File: src/rtl/mac_feed_fifo_bank.sv
// mac_feed_fifo_bank
//   Receive side of the weight-fetch path. The fetch arbiter sends one-hot
//   wr_en strobes. Each strobe is delayed by MEM_LATENCY cycles so that it
//   lines up with the mem_data returned for it. The word is then pushed into
//   the FIFO of the selected MAC. Each FIFO is first-word-fall-through and is
//   drained by its MAC.
//
//   Ports
//     clk, rst         single clock; asynchronous active-high reset
//     wr_en, addr      arbiter write strobe (one-hot) and fetch address
//     fetch_en         arbiter fetch strobe, used only for error checking
//     all_done         arbiter has issued every address
//     mem_data         read data, valid MEM_LATENCY cycles after wr_en
//     full             registered back-pressure to the arbiter
//     rd_en            per-MAC pop request
//     rd_data          per-MAC head word; FIFO i at [i*DATA_WIDTH +: DATA_WIDTH]
//     empty            per-FIFO empty flag
//     drained          fetch complete and every FIFO consumed
//     overflow         sticky: multi-hot / unqualified strobe, or write to a full FIFO
//     underflow        sticky: pop of an empty FIFO
//
//   Optional feature (macro MACFIFO_ADDR_TAG_EN): each entry also stores the
//   delayed fetch address, and the rd_addr output shows it per head word.

// One FIFO lane. It holds the storage and the pointers, and keeps the
// reservation count: entries held plus writes still in the latency pipe.
module mac_feed_fifo_lane #(
  parameter int DATA_WIDTH = 16,
  parameter int ADDR_WIDTH = 8,
  parameter int FIFO_DEPTH = 8,
  parameter int RW         = 5
) (
  input  logic                  clk,
  input  logic                  rst,
  input  logic                  wr,
  input  logic [DATA_WIDTH-1:0] wr_data,
`ifdef MACFIFO_ADDR_TAG_EN
  input  logic [ADDR_WIDTH-1:0] wr_addr,
  output logic [ADDR_WIDTH-1:0] rd_addr,
`endif
  input  logic                  rd_en,
  input  logic                  inc,
  output logic [DATA_WIDTH-1:0] rd_data,
  output logic                  empty,
  output logic [RW-1:0]         resv_next,
  output logic                  wr_drop,
  output logic                  rd_under
);
  localparam int IW = $clog2(FIFO_DEPTH);
  localparam int PW = IW + 1;

  logic [PW-1:0]         wr_ptr_q, wr_ptr_d, rd_ptr_q, rd_ptr_d, occ;
  logic [RW-1:0]         resv_q, resv_d;
  logic [DATA_WIDTH-1:0] mem_q [FIFO_DEPTH];
  logic [DATA_WIDTH-1:0] mem_d [FIFO_DEPTH];
`ifdef MACFIFO_ADDR_TAG_EN
  logic [ADDR_WIDTH-1:0] tag_q [FIFO_DEPTH];
  logic [ADDR_WIDTH-1:0] tag_d [FIFO_DEPTH];
`endif
  logic empty_c, full_c, pop, push, drop;

  always_comb begin
    occ     = wr_ptr_q - rd_ptr_q;
    empty_c = (occ == '0);
    full_c  = (occ == PW'(FIFO_DEPTH));
    pop     = rd_en & ~empty_c;
    // The pop frees a slot at the same edge, so a write to a full FIFO is
    // accepted when it coincides with a pop.
    push    = wr & (~full_c | pop);
    drop    = wr & full_c & ~pop;
    rd_ptr_d = rd_ptr_q + PW'(pop);
    wr_ptr_d = wr_ptr_q + PW'(push);
    mem_d    = mem_q;
    if (push) mem_d[wr_ptr_q[IW-1:0]] = wr_data;
`ifdef MACFIFO_ADDR_TAG_EN
    tag_d = tag_q;
    if (push) tag_d[wr_ptr_q[IW-1:0]] = wr_addr;
`endif
    // A dropped write leaves the pipe without becoming an entry, so its
    // reservation is returned.
    resv_d = resv_q + RW'(inc) - RW'(pop) - RW'(drop);
  end

  always_ff @(posedge clk or posedge rst) begin
    if (rst) begin
      wr_ptr_q <= '0;
      rd_ptr_q <= '0;
      resv_q   <= '0;
    end else begin
      wr_ptr_q <= wr_ptr_d;
      rd_ptr_q <= rd_ptr_d;
      resv_q   <= resv_d;
    end
  end

  // Storage is not reset; pointer reset makes old contents unreachable.
  always_ff @(posedge clk) begin
    mem_q <= mem_d;
`ifdef MACFIFO_ADDR_TAG_EN
    tag_q <= tag_d;
`endif
  end

  assign empty     = empty_c;
  assign rd_data   = empty_c ? '0 : mem_q[rd_ptr_q[IW-1:0]];
`ifdef MACFIFO_ADDR_TAG_EN
  assign rd_addr   = empty_c ? '0 : tag_q[rd_ptr_q[IW-1:0]];
`endif
  assign resv_next = resv_d;
  assign wr_drop   = drop;
  assign rd_under  = rd_en & empty_c;
endmodule

module mac_feed_fifo_bank #(
  parameter int NUM_MACS    = 4,
  parameter int ADDR_WIDTH  = 8,
  parameter int DATA_WIDTH  = 16,
  parameter int FIFO_DEPTH  = 8,
  parameter int MEM_LATENCY = 1
) (
  input  logic                           clk,
  input  logic                           rst,
  input  logic [NUM_MACS-1:0]            wr_en,
  input  logic [ADDR_WIDTH-1:0]          addr,
  input  logic                           fetch_en,
  input  logic                           all_done,
  input  logic [DATA_WIDTH-1:0]          mem_data,
  output logic                           full,
  input  logic [NUM_MACS-1:0]            rd_en,
  output logic [NUM_MACS*DATA_WIDTH-1:0] rd_data,
`ifdef MACFIFO_ADDR_TAG_EN
  output logic [NUM_MACS*ADDR_WIDTH-1:0] rd_addr,
`endif
  output logic [NUM_MACS-1:0]            empty,
  output logic                           drained,
  output logic                           overflow,
  output logic                           underflow
);
  // Room for DEPTH entries plus MEM_LATENCY in flight, with margin.
  localparam int RW = $clog2(FIFO_DEPTH + MEM_LATENCY + 1) + 1;
  localparam logic [RW-1:0] FULL_THR = RW'(FIFO_DEPTH - 2);

  logic [MEM_LATENCY-1:0][NUM_MACS-1:0]   wr_pipe_q, wr_pipe_d;
  logic [NUM_MACS-1:0]                    wr_dly;
  logic [NUM_MACS-1:0][RW-1:0]            lane_resv;
  logic [NUM_MACS-1:0]                    lane_drop, lane_under;
  logic full_q, full_d, drained_q, drained_d;
  logic ovf_q, ovf_d, udf_q, udf_d;
  logic multi_hot, stray;

`ifdef MACFIFO_ADDR_TAG_EN
  logic [MEM_LATENCY-1:0][ADDR_WIDTH-1:0] addr_pipe_q, addr_pipe_d;
  logic [ADDR_WIDTH-1:0]                  addr_dly;
  assign addr_dly = addr_pipe_q[MEM_LATENCY-1];
`else
  logic unused_addr;
  assign unused_addr = ^addr;
`endif

  assign wr_dly = wr_pipe_q[MEM_LATENCY-1];

  always_comb begin
    wr_pipe_d    = '0;
    wr_pipe_d[0] = wr_en;
    for (int s = 1; s < MEM_LATENCY; s++) wr_pipe_d[s] = wr_pipe_q[s-1];
`ifdef MACFIFO_ADDR_TAG_EN
    addr_pipe_d    = '0;
    addr_pipe_d[0] = addr;
    for (int s = 1; s < MEM_LATENCY; s++) addr_pipe_d[s] = addr_pipe_q[s-1];
`endif
    // x & (x-1) is nonzero iff more than one bit is set.
    multi_hot = |(wr_en & (wr_en - NUM_MACS'(1)));
    stray     = (|wr_en) & ~fetch_en;
    full_d    = 1'b0;
    for (int i = 0; i < NUM_MACS; i++)
      if (lane_resv[i] >= FULL_THR) full_d = 1'b1;
    ovf_d = ovf_q | multi_hot | stray | (|lane_drop);
    udf_d = udf_q | (|lane_under);
    // A new strobe clears drained at the same edge it is sampled.
    drained_d = all_done & (&empty) & ~(|wr_pipe_q) & ~(|wr_en);
  end

  always_ff @(posedge clk or posedge rst) begin
    if (rst) begin
      wr_pipe_q <= '0;
`ifdef MACFIFO_ADDR_TAG_EN
      addr_pipe_q <= '0;
`endif
      full_q    <= 1'b0;
      drained_q <= 1'b0;
      ovf_q     <= 1'b0;
      udf_q     <= 1'b0;
    end else begin
      wr_pipe_q <= wr_pipe_d;
`ifdef MACFIFO_ADDR_TAG_EN
      addr_pipe_q <= addr_pipe_d;
`endif
      full_q    <= full_d;
      drained_q <= drained_d;
      ovf_q     <= ovf_d;
      udf_q     <= udf_d;
    end
  end

  for (genvar i = 0; i < NUM_MACS; i++) begin : g_lane
    mac_feed_fifo_lane #(
      .DATA_WIDTH(DATA_WIDTH), .ADDR_WIDTH(ADDR_WIDTH),
      .FIFO_DEPTH(FIFO_DEPTH), .RW(RW)
    ) u_lane (
      .clk      (clk),
      .rst      (rst),
      .wr       (wr_dly[i]),
      .wr_data  (mem_data),
`ifdef MACFIFO_ADDR_TAG_EN
      .wr_addr  (addr_dly),
      .rd_addr  (rd_addr[i*ADDR_WIDTH +: ADDR_WIDTH]),
`endif
      .rd_en    (rd_en[i]),
      .inc      (wr_en[i]),
      .rd_data  (rd_data[i*DATA_WIDTH +: DATA_WIDTH]),
      .empty    (empty[i]),
      .resv_next(lane_resv[i]),
      .wr_drop  (lane_drop[i]),
      .rd_under (lane_under[i])
    );
  end

  assign full      = full_q;
  assign drained   = drained_q;
  assign overflow  = ovf_q;
  assign underflow = udf_q;
endmodule

File: config.mk
export PLATFORM = sky130hd
export DESIGN_NAME = mac_feed_fifo_bank
export DESIGN_NICKNAME = d
export VERILOG_FILES = /design/src/rtl/mac_feed_fifo_bank.sv
export SDC_FILE = /design/constraint.sdc
export NUM_CORES = 1
export LEC_CHECK = 0
export ABC_AREA = 1
export CELL_PAD_IN_SITES_DETAIL_PLACEMENT = 2
export CELL_PAD_IN_SITES_GLOBAL_PLACEMENT = 2
export CORE_ASPECT_RATIO = 1.4
export CORE_MARGIN = 2
export CORE_UTILIZATION = 38
export CTS_CLUSTER_SIZE = 16
export DETAILED_ROUTE_END_ITERATION = 8
export GPL_ROUTABILITY_DRIVEN = 0
export PLACE_DENSITY_LB_ADDON = 0.1
export SETUP_SLACK_MARGIN = 0.2
export SYNTH_ARGS = -nofsm -noshare
export SYNTH_HDL_FRONTEND = slang
export SYNTH_SLANG_ARGS = --single-unit
File: constraint.sdc
create_clock -name clk -period 3.4 [get_ports clk]
set_input_delay 0.68 -clock clk [delete_from_list [all_inputs] [get_ports clk]]
set_output_delay 0.68 -clock clk [all_outputs]
set_load 0.02 [all_outputs]
# Yosys cells after proc, flatten, opt, wreduce, memory -nomap -nowiden
# Cells that the tools add are included.
# op_classes
n_addsub,25
magnitude_cmp,16
n_eq_ne,4
n_mux,32
bitwise_logic,56
n_reduce_logical,14
# ops
cell,n
bitwise mux 128 bit,4
two-way mux 16 bit,16
binary-select mux 16 bit (select 3 bit),4
demux 16 bit (select 3 bit),4
subtractor 5 x 1 -> 5 bit,8
adder 4 x 1 -> 4 bit,8
"greater-or-equal comparator 4 bit, second input constant",8
NOT 3 -> 4 bit,8
bitwise AND 1 bit,24
adder 5 x 1 -> 5 bit,4
"greater-or-equal comparator 5 x 3 -> 1 bit, second input constant",4
OR reduction 4 bit,5
"equality test 4 bit, second input constant",4
zero test 4 bit,4
"< comparator 4 x 1 -> 1 bit, second input constant",4
subtractor 4 bit,4
NOT 1 bit,15
OR 1 bit,8
bitwise AND 4 bit,1
logical AND 1 bit,4
two-way mux 1 bit,4
AND reduction 4 bit,1
"subtractor 4 x 1 -> 4 bit, second input constant",1
# totals
reg_bits,572
inputBits,36
out_inout_bits,72
elab_cells,196

# Logic depth before layout (Yosys ltp)
# logic_depth
ltp_word,12
mapped_depth,25
depth_no_buf,24

# Modules after synthesis
# A second synthesis with hierarchy kept.
# unflattened
cells_unflattened,2090
hier_area_um2,24496.0
# modules_own_cells
module,n_inst,cells_per_inst,area_per_inst_um2,seq_area_each_um2
mac_feed_fifo_lane (g_lane[0].u_lane ...),2,497,5984.5,4169.0
mac_feed_fifo_lane (g_lane[3].u_lane),1,545,6153.4,4169.0
mac_feed_fifo_lane (g_lane[2].u_lane),1,498,5985.7,4169.0
mac_feed_fifo_bank,1,53,387.9,200.2

# Worst setup path after synthesis
# OpenSTA, ideal clock, no wires.
# synth_timing
kind,flip-flop to flip-flop
start,register g_lane[3].u_lane.rd_ptr_q[2]
end,"register full_q, in the netlist full"
setup_time_ns,0.124
arrival_ns,3.570
required_ns,3.276
path_slack_ns,-0.294
stages_incl_launch_ff,24
n_path_buf,2
period_less_slack_ns,3.694
cell_sequence,dfrtp_1 -> buf_2 -> clkinv_1 -> clkbuf_1 -> ha_1 -> or2_1 -> nand3_1 -> nand2_1 -> inv_1 -> nand2_1 -> nand2_1 -> nand2_1 -> ha_1 -> a21oi_1 -> ha_1 -> inv_1 -> ha_1 -> inv_1 -> fa_1 -> inv_1 -> a221oi_1 -> nand3_1 -> nor2_1 -> nand2_1
# synth_via
elab_chain_cells,9
word_cells_on_any_way,12
cone_classes,add/sub: 3; order compare: 1; eq/ne: 1; mux: 1; bitwise: 5; reduce/logical: 1
# synth_rtl
element,line_no,rtl
"start, declared",52,"logic [PW-1:0] wr_ptr_q, wr_ptr_d, rd_ptr_q, rd_ptr_d, occ;"
"start signal, assigned",91,rd_ptr_q <= rd_ptr_d;
subtractor 4 bit *,63,occ = wr_ptr_q - rd_ptr_q;
branches (longest 5 deep; another with subtractor 5 x 1 -> 5 bit),-,
subtractor 5 x 1 -> 5 bit *,81,resv_d = resv_q + RW'(inc) - RW'(pop) - RW'(drop);
net g_lane[3].u_lane.resv_next[2],45,"output logic [RW-1:0] resv_next,"
greater-or-equal comparator 5 x 3 -> 1 bit *,176,if (lane_resv[i] >= FULL_THR) full_d = 1'b1;
two-way mux 1 bit *,176,
net full_d,147,"logic full_q, full_d, drained_q, drained_d;"
"end signal, assigned",198,full_q <= full_d;
"end, declared",147,
# Mark *: on every way through the listed nets, which the timed path passes.
# A chain may end at the register's enable or synchronous reset.

# Final worst setup path
# layout_timing
start,register g_lane[0].u_lane.rd_ptr_q[1]
end,"register full_q, in the netlist full"
# layout_via
elab_chain_cells,12
word_cells_on_any_way,15
cone_classes,add/sub: 3; order compare: 1; eq/ne: 1; mux: 4; bitwise: 5; reduce/logical: 1
# layout_rtl
element,line_no
"start, declared",52
"start signal, assigned",91
subtractor 4 bit *,63
branches (longest 5 deep; another with subtractor 5 x 1 -> 5 bit),-
subtractor 5 x 1 -> 5 bit *,81
net g_lane[0].u_lane.resv_next[2],45
greater-or-equal comparator 5 x 3 -> 1 bit *,176
two-way mux 1 bit * (4 in a row),176
net full_d,147
# Marked as above.

==> summary.txt <==
Outcome
  – Status: finished clean

Power and ir drop
  – Clock Power Share: 20.4%
  – Sw frac: 40.7%
  – Power Density: 1050 nW/um^2
  – Sequential Power Share: 30.2%
  – Pint: ~0.019 W
  – Logic pwr share: between 40% and 50%
  – Worst VDD drop: ~560 uV
  – Net switching power figure: 0.0128 W
  – Pleak: 11.5 nW

Routing
  – DR pass1 iterations: 4
  – Detail Route Antenna Nets: 0
  – Vias per cell: 5.19
  – Initial DRC count: 840
  – Remaining DRCs: 0
  – Drt wl/cell: 24.2 um
  – Final Routed Wirelength: about 74000 um
  – Via count: between 15000 and 20000

Clock tree
  – H-tree Lvls: 2
  – Clock sink count: 572
  – Longest Clk Path Bufs: 3
  – Num CTS Buffers: 58
  – CTS root buf: clkbuf_16
  – Post-CTS Hold Buffers: 0
  – Clk Latency, worst-skew pair: about 0.62 ns
  – CTS tree: built
  – Clock transition at path regs: 0.07 ns

Synth
  – Ys async rst share: 10.5%
  – Syn Nets: around 2000
  – Synth area leaders: edfxtp_1, dfrtp_1, mux2_2, o21ai_0, nand2_1
  – Synthesized area per cell: approximately 13 um^2
  – Flops & latches, synth: between 500 and 600
  – EDFF count, synth: 512
  – Synthesis Warnings: 0
  – Post-synthesis cell type count: 35
  – Main flop type after synthesis: edfxtp_1
  – Post-synthesis sequential area ratio: 68.5%
  – Area leader, netlist: edfxtp_1
  – Cells after Synth: roughly 1900
  – Synth top area share: 62.4%
  – Post-synthesis cell area: 24600 um^2

Timing
  – Final Hold Viols: 0
  – Worst-Margin Slew: between 0.7 and 0.8 ns
  – RSZ-0062 raised after global routing: yes
  – Worst slew margin: a little over half
  – Hold slack: 0.493 ns
  – Setup ws final: 0.0923 ns
  – Final setup fails: 0
  – Max Fclk: 302 MHz
  – Final worst clock skew: 0.0168 ns
  – Slew Viols, Final: 0
  – Setup TNS: 0 ns
  – Tcrit/Tclk final: 97.3%
  – Final Critical Period: 3.31 ns

Die
  – Rows: 110
  – Core Box Area: around 64000 um^2
  – Die Wd: 219 um
  – Die area: 66900 um^2
  – Initial Util: 38.3%
  – # IOs: 108
  – Die Y: 305 um

Worst setup path
  – CP endpoint kind: flip-flop
  – CP Data Required Time: 3.90 ns
  – Critical Path AT: 3.81 ns
  – Crit Path Category: flip-flop to flip-flop
  – Max FO, Critical Path: 3
  – CP startpoint kind: flip-flop

Run
  – Max Cap Viol: 0

Cells and area
  – Share of layout cells above drive strength 1: 24.6%
  – Most frequent cells in the layout: edfxtp_1, nand2_1, inv_1
  – Multi-input gate area: 6870 um^2
  – Area Overhead vs Synth: 21.3%
  – Register area: between 15000 and 20000 um^2
  – Commonest non-fill, non-tap cell in the layout: edfxtp_1
  – Post-Layout Cell Count: 3051
  – # diodes: 0
  – Fill count: between 6000 and 7000
  – # nets final: 2256

Global route
  – Initial antenna violation count: 0
  – GRT Total Usage: 22.1%
  – First-pass GRT wire length: 110000 um
  – Global route overflow: 0
  – Vias in the first global route: 17861
  – Largest net degree at the start of global routing: 49

Place
  – Post-placement setup slack: -0.0709 ns
  – Post-DP HPWL: a little over 40000 um
  – Placed insts: 2896
  – PortBufs: 99

Min path
  – Hold Crit Class: flip-flop to flip-flop
-- power by group through the flow --
stage | registers [W] | logic [W] | clock network [W]
final | 0.00949 | 0.0155 | 0.00643
after global routing | 0.00960 | 0.0170 | 0.00682
after CTS | 0.00951 | 0.0149 | 0.00658
after detailed placement | 0.00964 | 0.0138 | 0
after global placement | 0.00954 | 0.0133 | 0
after floorplan | 0.00956 | 0.00867 | 0
-- area by class of cell --
type                       instances  area share [%]
clock inverter                    26           0.766
tap                              840            3.51
multi-input combinational       1068            23.0
sequential                       572            56.4
timing repair buffer             247            7.96
clock buffer                      81            5.52
inverter                         217            2.82
-- per-layer routing --
metal	up-vias	track usage, %	part of all wire (%)
met5	-	0	0
met4	0	5.48	2.2
met3	87	2.34	2.6
met2	222	40.4	53
met1	8295	27.9	42
li1	7227	-	-
-- worst max-delay path: stages, from the launching register on --
cell and delay [ns]:
dfrtp_1 0.40, inv_2 0.09, ha_4 0.21, nand2_4 0.08, nand2_1 0.06, nand2_1 0.07
nand2_2 0.06, nor2_4 0.13, nor2b_4 0.21, o21ai_2 0.07, ha_2 0.30, inv_1 0.04
ha_1 0.18, ha_2 0.19, fa_1 0.48, nand2_2 0.10, nand2_2 0.07, a221oi_2 0.17
nand3_1 0.10, nor2_1 0.12, nand2_1 0.06
-- cell families after synthesis --
group           count (synthesis)  share of synthesized area [%]
buf+inv                       309                           5.86
xor+xnor                       29                           1.03
mux                           128                           6.15
flops                         572                           68.5
compound gates                402                           8.20
fa+ha+maj                      56                           2.96
simple gates                  453                           7.33
-- per-stage QoR --
stage                     total power, W  utilization, %  area (um^2)
after floorplan                   0.0182               -        24900
after global placement            0.0228            42.1        27100
after detailed placement          0.0234            42.1        27100
after CTS                         0.0310            46.0        29600
after global routing              0.0334            46.5        29900
final                             0.0315            46.5        29900
-- what timing repair did --
action,in CTS,in global routing
gates resized for setup,266,160
setup buffers,13,20
gates cloned,11,4
pin swaps,15,24
hold endpoints to repair,0,0
setup endpoints to repair,69,68
-- Yosys cell counts (3+ instances only) --
cell	number
nand4_1	3
mux2_2	108
buf_2	25
nand2_1	274
edfxtp_1	512
nand3_1	47
buf_4	21
nor2_1	112
mux2_4	20
buf_12	4
ha_1	52
fa_1	4
inv_1	211
clkinv_1	4
buf_6	13
dfrtp_1	60
nor3_1	8
o21ai_0	206
a21oi_1	140
o21ai_1	53
xor2_1	21
clkbuf_1	28
xnor2_1	8
-- registers in the layout (all words and copies together) (netlist names) --
signal / flops
g_lane.u_lane.mem_q: 512
g_lane.u_lane.resv_q: 20
g_lane.u_lane.rd_ptr_q: 16
g_lane.u_lane.wr_ptr_q: 16
wr_dly: 4
drained: 1
full: 1
overflow: 1
underflow: 1
-- path summary, 6_finish.rpt --
path / depth (start not counted) / slack (ns) / to / startpoint
worst max-delay path: 20 / 0.09 / full$_DFF_PP0_ / g_lane[0].u_lane.rd_ptr_q[1]$_DFF_PP0_
worst min-delay path: 1 / 0.49 / g_lane[1].u_lane.resv_q[0]$_DFF_PP0_ / g_lane[1].u_lane.resv_q[0]$_DFF_PP0_
worst max register to register: 20 / 0.09 / full$_DFF_PP0_ / g_lane[0].u_lane.rd_ptr_q[1]$_DFF_PP0_
worst min register to register: 1 / 0.49 / g_lane[1].u_lane.resv_q[0]$_DFF_PP0_ / g_lane[1].u_lane.resv_q[0]$_DFF_PP0_
max in group asynchronous: 3 / 2.13 / g_lane[2].u_lane.rd_ptr_q[0]$_DFF_PP0_ / rst
min in group asynchronous: 2 / 0.50 / g_lane[0].u_lane.wr_ptr_q[2]$_DFF_PP0_ / rst
No activity file was read; power rests on OpenSTA's default activity.
